[config.mk]
export PLATFORM = sky130hd
export DESIGN_NAME = blink_arbiter_flat
export DESIGN_NICKNAME = d
export VERILOG_FILES = /design/src/rtl/blink_arb_pkg.sv /design/src/rtl/blink_arbiter_if.sv /design/src/rtl/blink_tick.sv /design/src/rtl/blink_arbiter.sv /design/src/flat_wrapper.sv
export SDC_FILE = /design/constraint.sdc
export NUM_CORES = 1
export LEC_CHECK = 0
export CORE_ASPECT_RATIO = 0.8
export CORE_UTILIZATION = 45
export DETAILED_ROUTE_END_ITERATION = 8
export GPL_TIMING_DRIVEN = 0
export PLACE_DENSITY = 0.69
export REMOVE_ABC_BUFFERS = 1
export SETUP_SLACK_MARGIN = 0.3
export SLEW_MARGIN = 15
export SYNTH_ARGS = -nofsm -noshare
export SYNTH_HDL_FRONTEND = slang
export SYNTH_SLANG_ARGS = --single-unit
[constraint.sdc]
create_clock -name clk -period 3.2 [get_ports clk]
set_input_delay 0.32 -clock clk [delete_from_list [all_inputs] [get_ports clk]]
set_output_delay 0.32 -clock clk [all_outputs]
set_load 0.1 [all_outputs]
[src/rtl/blink_arb_pkg.sv]
// blink_arb_pkg: shared types and defaults for the LED blink arbiter.
package blink_arb_pkg;

  typedef enum logic [1:0] {
    IDLE = 2'd0,
    PLAY = 2'd1,
    GAP  = 2'd2
  } state_t;

  localparam int NREQ_DEF  = 4;
  localparam int CBITS_DEF = 24;
  localparam int PBITS_DEF = 8;

  // Width of the round-robin pointer; never less than one bit.
  function automatic int clog2(input int n);
    int w;
    w = 1;
    while ((1 << w) < n) w++;
    return w;
  endfunction

endpackage

[src/rtl/blink_arbiter_if.sv]
// blink_arbiter_if: requester-side bundle (requests, patterns, bit period)
// and the LED/status outputs of the arbiter.
interface blink_arbiter_if
  import blink_arb_pkg::*;
#(
  parameter int NREQ  = NREQ_DEF,
  parameter int CBITS = CBITS_DEF,
  parameter int PBITS = PBITS_DEF
) ();

  logic [NREQ-1:0]       req;
  logic [NREQ*PBITS-1:0] pattern;
  logic [CBITS-1:0]      div;
  logic [NREQ-1:0]       gnt;
  logic                  done;
  logic                  busy;
  logic                  led;
  logic                  tick;

  modport master (output req, pattern, div, input gnt, done, busy, led, tick);
  modport slave  (input req, pattern, div, output gnt, done, busy, led, tick);

endinterface

[src/rtl/blink_tick.sv]
// blink_tick: bit-period prescaler. Down-counter reloaded from period; tick
// is registered and high during the last cycle of every period. tick_nxt is
// the value tick takes after the next edge, so the caller can register
// outputs that must line up with tick.
module blink_tick #(
  parameter int CBITS = 24
) (
  input  logic             clk,
  input  logic             rst,
  input  logic             clr,
  input  logic             run,
  input  logic [CBITS-1:0] period,
  output logic             tick,
  output logic             tick_nxt
);

  logic [CBITS-1:0] cnt;
  logic [CBITS-1:0] cnt_nxt;

  // Next count: restart on clear or terminal count, otherwise count down.
  always_comb begin
    cnt_nxt  = cnt;
    tick_nxt = 1'b0;
    if (clr) begin
      cnt_nxt  = period;
      tick_nxt = (period == '0);
    end else if (run) begin
      if (tick) begin
        cnt_nxt  = period;
        tick_nxt = (period == '0);
      end else begin
        cnt_nxt  = cnt - CBITS'(1);
        tick_nxt = (cnt == CBITS'(1));
      end
    end
  end

  // Counter and registered tick.
  always_ff @(posedge clk or posedge rst) begin
    if (rst) begin
      cnt  <= '0;
      tick <= 1'b0;
    end else begin
      cnt  <= cnt_nxt;
      tick <= tick_nxt;
    end
  end

endmodule

[src/rtl/blink_arbiter.sv]
// blink_arbiter: round-robin sharing of one LED among NREQ blink patterns.
// Define BLINK_ARB_GAP_EN to append one dark bit period after each pattern.
//
// state | meaning
// IDLE  | no grant; picks the next requester round-robin
// PLAY  | shifting the granted pattern out MSB-first
// GAP   | one dark bit period before releasing the grant
module blink_arbiter
  import blink_arb_pkg::*;
#(
  parameter int NREQ  = NREQ_DEF,
  parameter int CBITS = CBITS_DEF,
  parameter int PBITS = PBITS_DEF
) (
  input  logic           clk,
  input  logic           rst,
  blink_arbiter_if.slave bus
);

  localparam int PW = clog2(NREQ);
  localparam int BW = $clog2(PBITS + 1);

  state_t           state;
  logic [PW-1:0]    ptr;
  logic [PW-1:0]    win;
  logic             any_req;
  logic [PBITS-1:0] win_pat;
  logic [PBITS-1:0] shreg;
  logic [CBITS-1:0] div_q;
  logic [CBITS-1:0] period;
  logic [BW-1:0]    bitcnt;
  logic [BW-1:0]    bit_nxt;
  logic [NREQ-1:0]  gnt_q;
  logic             led_q;
  logic             done_q;
  logic             busy_q;
  logic             tick;
  logic             tick_nxt;
  logic             grant;
  logic             abort;
  logic             fin;
  logic             run;
  logic             last_nxt;

  // Round-robin pick: first set request at or above the pointer, wrapping.
  always_comb begin
    any_req = 1'b0;
    win     = '0;
    for (int i = 0; i < NREQ; i++) begin
      if (!any_req && bus.req[(int'(ptr) + i) % NREQ]) begin
        any_req = 1'b1;
        win     = PW'((int'(ptr) + i) % NREQ);
      end
    end
  end

  assign win_pat = bus.pattern[int'(win)*PBITS +: PBITS];

  // Playback control: abort, finish, and whether the next cycle is the last
  // tick of the playback (done is registered to coincide with that tick).
  always_comb begin
    grant   = (state == IDLE) && any_req;
    abort   = (state != IDLE) && ((gnt_q & bus.req) == '0);
    bit_nxt = tick ? bitcnt + BW'(1) : bitcnt;
`ifdef BLINK_ARB_GAP_EN
    fin      = tick && (state == GAP);
    last_nxt = ((state == PLAY) && (bit_nxt == BW'(PBITS))) || (state == GAP);
`else
    fin      = tick && (state == PLAY) && (bit_nxt == BW'(PBITS));
    last_nxt = (state == PLAY) && (bit_nxt == BW'(PBITS - 1));
`endif
    run    = (state != IDLE) && !abort && !fin;
    period = (state == IDLE) ? bus.div : div_q;
  end

  blink_tick #(.CBITS(CBITS)) u_tick (
    .clk      (clk),
    .rst      (rst),
    .clr      (grant),
    .run      (run),
    .period   (period),
    .tick     (tick),
    .tick_nxt (tick_nxt)
  );

  // Arbitration and playback FSM with registered outputs.
  always_ff @(posedge clk or posedge rst) begin
    if (rst) begin
      state  <= IDLE;
      ptr    <= '0;
      gnt_q  <= '0;
      led_q  <= 1'b0;
      done_q <= 1'b0;
      busy_q <= 1'b0;
      shreg  <= '0;
      div_q  <= '0;
      bitcnt <= '0;
    end else begin
      done_q <= tick_nxt && last_nxt;
      case (state)
        IDLE: begin
          if (any_req) begin
            gnt_q  <= NREQ'(1) << win;
            shreg  <= win_pat;
            led_q  <= win_pat[PBITS-1];
            div_q  <= bus.div;
            bitcnt <= '0;
            ptr    <= (int'(win) == NREQ - 1) ? '0 : win + PW'(1);
            busy_q <= 1'b1;
            state  <= PLAY;
          end
        end
        PLAY: begin
          if (abort) begin
            state  <= IDLE;
            gnt_q  <= '0;
            led_q  <= 1'b0;
            busy_q <= 1'b0;
          end else if (tick) begin
            shreg  <= {shreg[PBITS-2:0], 1'b0};
            bitcnt <= bit_nxt;
            if (bit_nxt == BW'(PBITS)) begin
`ifdef BLINK_ARB_GAP_EN
              state <= GAP;
              led_q <= 1'b0;
`else
              state  <= IDLE;
              gnt_q  <= '0;
              led_q  <= 1'b0;
              busy_q <= 1'b0;
`endif
            end else begin
              led_q <= shreg[PBITS-2];
            end
          end
        end
`ifdef BLINK_ARB_GAP_EN
        GAP: begin
          if (abort || tick) begin
            state  <= IDLE;
            gnt_q  <= '0;
            led_q  <= 1'b0;
            busy_q <= 1'b0;
          end
        end
`endif
        default: begin
          state  <= IDLE;
          gnt_q  <= '0;
          led_q  <= 1'b0;
          busy_q <= 1'b0;
        end
      endcase
    end
  end

  assign bus.gnt  = gnt_q;
  assign bus.led  = led_q;
  assign bus.done = done_q;
  assign bus.busy = busy_q;
  assign bus.tick = tick;

endmodule

[src/flat_wrapper.sv]
// flat-port wrapper written by rule: the top's interface ports become plain ports
module blink_arbiter_flat import blink_arb_pkg::*;
#(
  parameter int NREQ  = NREQ_DEF,
  parameter int CBITS = CBITS_DEF,
  parameter int PBITS = PBITS_DEF
)
  (clk, rst, bus_req, bus_pattern, bus_div, bus_gnt, bus_done, bus_busy, bus_led, bus_tick);
  blink_arbiter_if #(.NREQ(NREQ), .CBITS(CBITS), .PBITS(PBITS)) bus_i ();
  input  logic clk;
  input  logic rst;
  input wire logic [$bits(bus_i.req)-1:0] bus_req;
  input wire logic [$bits(bus_i.pattern)-1:0] bus_pattern;
  input wire logic [$bits(bus_i.div)-1:0] bus_div;
  output wire logic [$bits(bus_i.gnt)-1:0] bus_gnt;
  output wire logic [$bits(bus_i.done)-1:0] bus_done;
  output wire logic [$bits(bus_i.busy)-1:0] bus_busy;
  output wire logic [$bits(bus_i.led)-1:0] bus_led;
  output wire logic [$bits(bus_i.tick)-1:0] bus_tick;
  assign bus_i.req = bus_req;
  assign bus_i.pattern = bus_pattern;
  assign bus_i.div = bus_div;
  assign bus_gnt = bus_i.gnt;
  assign bus_done = bus_i.done;
  assign bus_busy = bus_i.busy;
  assign bus_led = bus_i.led;
  assign bus_tick = bus_i.tick;
  blink_arbiter #(.NREQ(NREQ), .CBITS(CBITS), .PBITS(PBITS)) u_core (.clk(clk), .rst(rst), .bus(bus_i));
endmodule
Word level (Yosys, flattened, before mapping)
Cells that the tools add are included.
{"block": "totals", "ff_bits": 71, "inputBits": 62, "wordCells": 122}
{"block": "classes", "addsub": 6, "order_cmp": 4, "n_eq_ne": 10, "shifts": 2, "mux": 56, "bitwise": 4, "reduce_logical": 29}
{"operator": "24-bit two-way mux", "count": 4}
{"operator": "4-bit two-way mux", "count": 8}
{"operator": "32-bit by 6-bit indexed part select with 8-bit output", "count": 1}
{"operator": "24-bit by 1-bit == test with 1-bit output, second input constant", "count": 1}
{"operator": "24-bit zero test", "count": 1}
{"operator": "24-bit by 1-bit subtractor with 24-bit output, second input constant", "count": 1}
{"operator": "1-bit two-way mux", "count": 22}
{"operator": "7-bit two-way mux", "count": 3}
{"operator": "2-bit two-way mux", "count": 9}
{"operator": "4-bit case mux with 2 select lines", "count": 2}
{"operator": "7-bit case mux with 2 select lines", "count": 1}
{"operator": "3-bit by 4-bit less-than comparator with 1-bit output, second input constant", "count": 3}
{"operator": "1-bit logical AND", "count": 11}
{"operator": "1-bit binary-select mux with 2-bit select", "count": 4}
{"operator": "3-bit by 2-bit inequality test with 1-bit output, second input constant", "count": 2}
{"operator": "2-bit nonzero test", "count": 3}
{"operator": "2-bit OR reduction", "count": 3}
{"operator": "1-bit zero test", "count": 5}
{"operator": "2-bit by 1-bit adder with 2-bit output, second input constant", "count": 2}
{"operator": "2-bit adder, second input constant", "count": 2}
{"operator": "4-bit by 1-bit adder with 4-bit output, second input constant", "count": 1}
{"operator": "4-bit AND", "count": 1}
{"operator": "2-bit by 1-bit == test with 1-bit output, second input constant", "count": 2}
{"operator": "4-bit by 3-bit == test with 1-bit output, second input constant", "count": 1}
{"operator": "13 further kinds", "count": 18}

Longest topological paths before layout
{"block": "depth", "depth_word": 17, "ltp_mapped": 9, "mapped_depth_nobuf": 7}

Hierarchy
A second synthesis with hierarchy kept.
{"block": "unflattened", "cells_unflattened": 487, "hier_area_um2": 4280.4}
{"module": "blink_arbiter", "instances": 1, "cells_per_inst": 281, "area_per_inst_um2": 2587.5}
{"module": "blink_tick", "instances": 1, "cells_per_inst": 206, "area_per_inst_um2": 1692.9}

Worst setup path before layout
OpenSTA, ideal clock, no wires.
{"block": "synth_path", "path_type": "reg2reg", "start": "reg u_core.state[0]", "end": "reg u_core.done_q, in the netlist u_core.bus.done", "setup_ns": 0.107, "arrival_time_ns": 2.805, "required_time_ns": 3.093, "setup_slack_ns": 0.289, "stages_incl_launch_ff": 6, "path_buffers": 0, "cell_sequence": "dfrtp_1 -> clkinv_1 -> a21oi_1 -> o21ai_1 -> or4_4 -> a2111oi_4"}
{"block": "synth_via", "elab_chain_cells": 8, "word_cells_on_any_way": 18}
{"item": "from (decl)", "line_no": "blink_arbiter.sv:23", "text": "state_t state;"}
{"item": "from (signal assigned)", "line_no": "blink_arbiter.sv:89", "text": "state <= IDLE;"}
{"item": "from (signal assigned)", "line_no": "blink_arbiter.sv:110", "text": "state <= PLAY;"}
{"item": "from (signal assigned)", "line_no": "blink_arbiter.sv:115", "text": "state <= IDLE;"}
{"item": "branches (longest 7 deep; another with 24-bit two-way mux)"}
{"item": "1-bit logical AND (*)", "line_no": "blink_arbiter.sv:99", "text": "done_q <= tick_nxt && last_nxt;"}
{"item": "to (signal assigned)", "line_no": "blink_arbiter.sv:99"}
{"item": "to (decl)", "line_no": "blink_arbiter.sv:35", "text": "logic done_q;"}
Every way passes the cells marked *.
A chain may end at the register's enable or synchronous reset.

Worst setup path in the final report
{"block": "layout_path", "start": "in bus_req[0]", "end": "reg u_core.u_tick.cnt[1]"}
{"block": "layout_via", "elab_chain_cells": 14, "word_cells_on_any_way": 30}
{"item": "from (decl)", "line_no": "flat_wrapper.sv:12", "text": "input wire logic [$bits(bus_i.req)-1:0] bus_req;"}
{"item": "1-bit binary-select mux with 2-bit select", "line_no": "blink_arbiter.sv:50", "text": "if (!any_req && bus.req[(int'(ptr) + i) % NREQ]) begin"}
{"item": "1-bit two-way mux (not written as such)", "line_no": "blink_arbiter.sv:50"}
{"item": "1-bit two-way mux", "line_no": "blink_arbiter.sv:50"}
{"item": "1-bit zero test", "line_no": "blink_arbiter.sv:50"}
{"item": "1-bit logical AND", "line_no": "blink_arbiter.sv:50"}
{"item": "1-bit two-way mux", "line_no": "blink_arbiter.sv:50"}
{"item": "1-bit zero test", "line_no": "blink_arbiter.sv:50"}
{"item": "1-bit logical AND", "line_no": "blink_arbiter.sv:50"}
{"item": "1-bit two-way mux", "line_no": "blink_arbiter.sv:50"}
{"item": "1-bit zero test", "line_no": "blink_arbiter.sv:50"}
{"item": "1-bit logical AND", "line_no": "blink_arbiter.sv:50"}
{"item": "1-bit two-way mux", "line_no": "blink_arbiter.sv:50"}
{"item": "1-bit logical AND", "line_no": "blink_arbiter.sv:62", "text": "grant = (state == IDLE) && any_req;"}
{"item": "24-bit two-way mux / 2-bit nonzero test (equally long branches)"}
{"item": "to (signal assigned)", "line_no": "blink_tick.sv:44", "text": "cnt <= cnt_nxt;"}
{"item": "to (decl)", "line_no": "blink_tick.sv:17", "text": "logic [CBITS-1:0] cnt;"}
Several ways; a longest one is shown, not always the timed one. The select of a mux whose other input is x is not followed.

==> key figures <==
Synthesis
  – Post-synthesis sequential area ratio: 38.7%
  – Mapped Cells: 507
  – Netlist cell types: 64
  – Flops & latches, synth: 69
  – Cell area after synthesis: 0.00446 mm2
  – Synthesized area per cell: 8.80 um2
  – Async set-reset flop share out of synthesis: 100%
  – Post-synth EDFFs: 0
  – Yosys Warn Count: 0
  – Most used DFF post-synth: dfrtp_1

STA
  – Final worst slack: 0.388 ns
  – Slew @ Worst Pin: 0.984 ns
  – Setup Viol. Count Final: 0
  – Final period util: 87.9%
  – Fin crit period: 2.81 ns
  – Max Fclk: 356 MHz
  – Slew HR: 34.2%
  – Slew Limit Fails: 0
  – Final Hold Vio Count: 0
  – Worst Skew: 0.00597 ns
  – RSZ-0062 raised after global routing: true

Floorplan
  – DIE WIDTH: 113 um
  – Rows: 32
  – Ports: 70
  – Initial Utilization: 46.2%
  – Die Y: 91.1 um
  – DIE AREA: 0.0103 mm2
  – Core area: 0.00965 mm2

Global routing
  – Vias in the first global route: 4084
  – Initial antenna violation count: 0
  – First-pass GRT wire length: 21300 um
  – GRT overflow: 0
  – All-layer global routing usage: 26.4%
  – Largest net degree at the start of global routing: 59

Clock network
  – Htree depth: 3
  – # clock sinks: 69
  – CTS Root Cell: clkbuf_16
  – CTS buffer count: 9
  – Clock Tree Buf Depth: 2
  – Clock-pin transition on the worst setup and hold timing paths: 0.05 ns
  – Clk_lat worst skew: 0.34 ns
  – CTS tree: built

Layout
  – Area grow syn2layout: 26.6%
  – Nets: 634
  – Fraction of layout cells with a size suffix above 1: 11.6%
  – Non-filler instance count after layout: 704
  – # fillers: 829
  – Multi-input gate area: 0.00259 mm2
  – Diode count: 0
  – Final Instance Area: 0.00565 mm2
  – Final core occ: 58.5%
  – FF/Latch Area: 0.00173 mm2

Power
  – Power Total: 5.28 mW
  – Power per Cell Area: 936 mW/mm2
  – Lkg Pwr: 2.37 nW
  – Peak VDD IR: 0.409 mV

Route
  – DRT iter0 DRCs: 466
  – Antenna viol nets, final: 0
  – Routed via count: 4292
  – WL final: 13000 um
  – Drt pass-1 iters: 5
  – Per-cell routed wire length: 18.5 um
  – Vias/cell: 6.10
  – Drc violations: 0

Placed design
  – Pre-CTS setup slack: -0.784 ns
  – HPWL Detailed: 9000 um
  – DP Cell Count: 687
  – # port buffers: 69
  – Placed Instance Area: 0.00530 mm2
  – RePlAce Congestion: 0.824

Setup path
  – Worst-path fanout max: 29
  – Setup crit end kind: flop
  – Critical Setup Path Class: input port to flop
  – Setup crit start kind: input port
  – Data required time of the worst path: 3.42 ns
  – CP arrival: 3.03 ns

Run
  – Max-cap violations: 0

Run status
  – Status: complete, no violations

Worst hold path
  – Worst hold path type: input port to async pin
[metrics by stage]
step	TNS, ns	hold WS (ns)
global route	0	0.254
global placement	-139.23	0.463
detailed placement	-11.23	0.478
finish	0	0.243
floorplan	-48.34	0.425
CTS	0	0.245
[cells in the final DEF (no fill, tap or decap), types with 4 or more instances in the layout]
cell,n
o22ai_1,14
nor2b_1,5
inv_1,13
clkdlybuf4s50_1,69
a211oi_1,4
nand2_1,91
a21oi_1,24
o221ai_1,4
nor3_1,12
and3_1,10
nand2b_1,6
o2bb2ai_1,7
or4_1,6
a22o_1,7
a21o_1,4
a211o_1,4
nor4_1,18
a22oi_1,5
nand3_1,10
a21bo_2,6
buf_4,4
a31oi_1,4
o31ai_1,5
nand4_1,4
clkbuf_16,9
mux4_2,6
o21ai_0,30
mux2_2,5
mux2i_1,17
dfrtp_1,67
nor2_1,21
ha_1,7
[what timing repair did]
action	4_1_cts	5_1_grt
resized for setup	7	4
hold buffers	0	0
setup buffers	2	1
endpoints found under the setup margin	30	17
[final cells by class]
type                    instances  area share, %
clock buffers                  12           4.54
clock inverters                 2          0.177
inverters                      16           1.24
multi-input cells             391           45.8
flip-flops and latches         69           30.7
well taps                     136           3.01
repair buffers                 78           14.6
[state kept, by name, indices dropped and copies added (netlist names)]
| signal | flops |
|---|---|
| u_core.bus.gnt | 4 |
| u_core.u_tick.tick | 1 |
| u_core.bus.done | 1 |
| u_core.bus.led | 1 |
| u_core.shreg | 7 |
| u_core.div_q | 24 |
| u_core.bitcnt | 4 |
| u_core.u_tick.cnt | 24 |
| u_core.state | 1 |
| u_core.ptr | 2 |
[metal layers]
layer / vias to the layer above / routed length, um / global-route usage (%)
li1: 2011 / - / -
met1: 2113 / 6040 / 37.8
met2: 155 / 5840 / 39.8
met3: 13 / 947 / 5.81
met4: 0 / 163 / 8.00
met5: - / 0 / 0
[where the power goes]
group	leakage, nW	internal [mW]	switching, mW
sequential	0.855	1.27	0.407
combinational	1.38	1.08	1.61
clock	0.134	0.555	0.356
total	2.37	2.91	2.37
[worst paths after layout]
kind	depth (start not counted)	slack, ns	from	to
min reg2reg	2	0.50	u_core.div_q[11]	u_core.div_q[11]
min	2	0.24	rst	u_core.bus.gnt[2]
max in group asynchronous	3	2.39	rst	u_core.u_tick.tick
min in group clk	2	0.50	u_core.div_q[11]	u_core.div_q[11]
max	8	0.39	bus_req[0]	u_core.u_tick.cnt[1]
max reg2reg	6	0.41	u_core.state[0]	u_core.bus.done
[cells by family after synthesis]
| logic type | count (synthesis) | synth area share [%] |
|---|---|---|
| buffers and inverters | 47 | 4.79 |
| XOR/XNOR | 6 | 1.18 |
| adder cells (fa/ha/maj) | 7 | 1.96 |
| AO/OA/AOI/OAI | 144 | 22.4 |
| multiplexers | 28 | 8.10 |
| AND/OR/NAND/NOR | 206 | 22.9 |
| flip-flops | 69 | 38.7 |
[Yosys cell counts (all sizes together), types with 5 or more instances]
| master | instances | share of area [%] |
|---|---|---|
| a22oi | 5 | 0.84 |
| nand2 | 92 | 7.7 |
| o31ai | 5 | 0.84 |
| o2bb2ai | 7 | 1.4 |
| mux2i | 17 | 3.8 |
| o22ai | 14 | 2.0 |
| inv | 15 | 1.3 |
| or3 | 5 | 0.76 |
| mux2 | 5 | 1.3 |
| or4 | 8 | 1.5 |
| nor2b | 5 | 0.70 |
| nand3 | 10 | 1.1 |
| clkbuf | 21 | 2.4 |
| mux4 | 6 | 3.0 |
| nor3 | 13 | 1.5 |
| nor4 | 20 | 2.9 |
| a21oi | 26 | 2.9 |
| dfrtp | 69 | 39 |
| ha | 7 | 2.0 |
| nand2b | 6 | 0.84 |
| a22o | 8 | 1.6 |
| and3 | 10 | 1.4 |
| o21ai | 32 | 3.6 |
| a21bo | 6 | 1.3 |
| buf | 10 | 1.0 |
| nor2 | 24 | 2.1 |
[critical path: stages]
cell             delay, ns
clkdlybuf4s50_1       0.59
nor4_4                0.55
nor2_4                0.26
buf_16                0.23
nor2_2                0.43
clkinvlp_4            0.19
buf_4                 0.18
mux2_2                0.26
(Power assumes the default switching activity.)
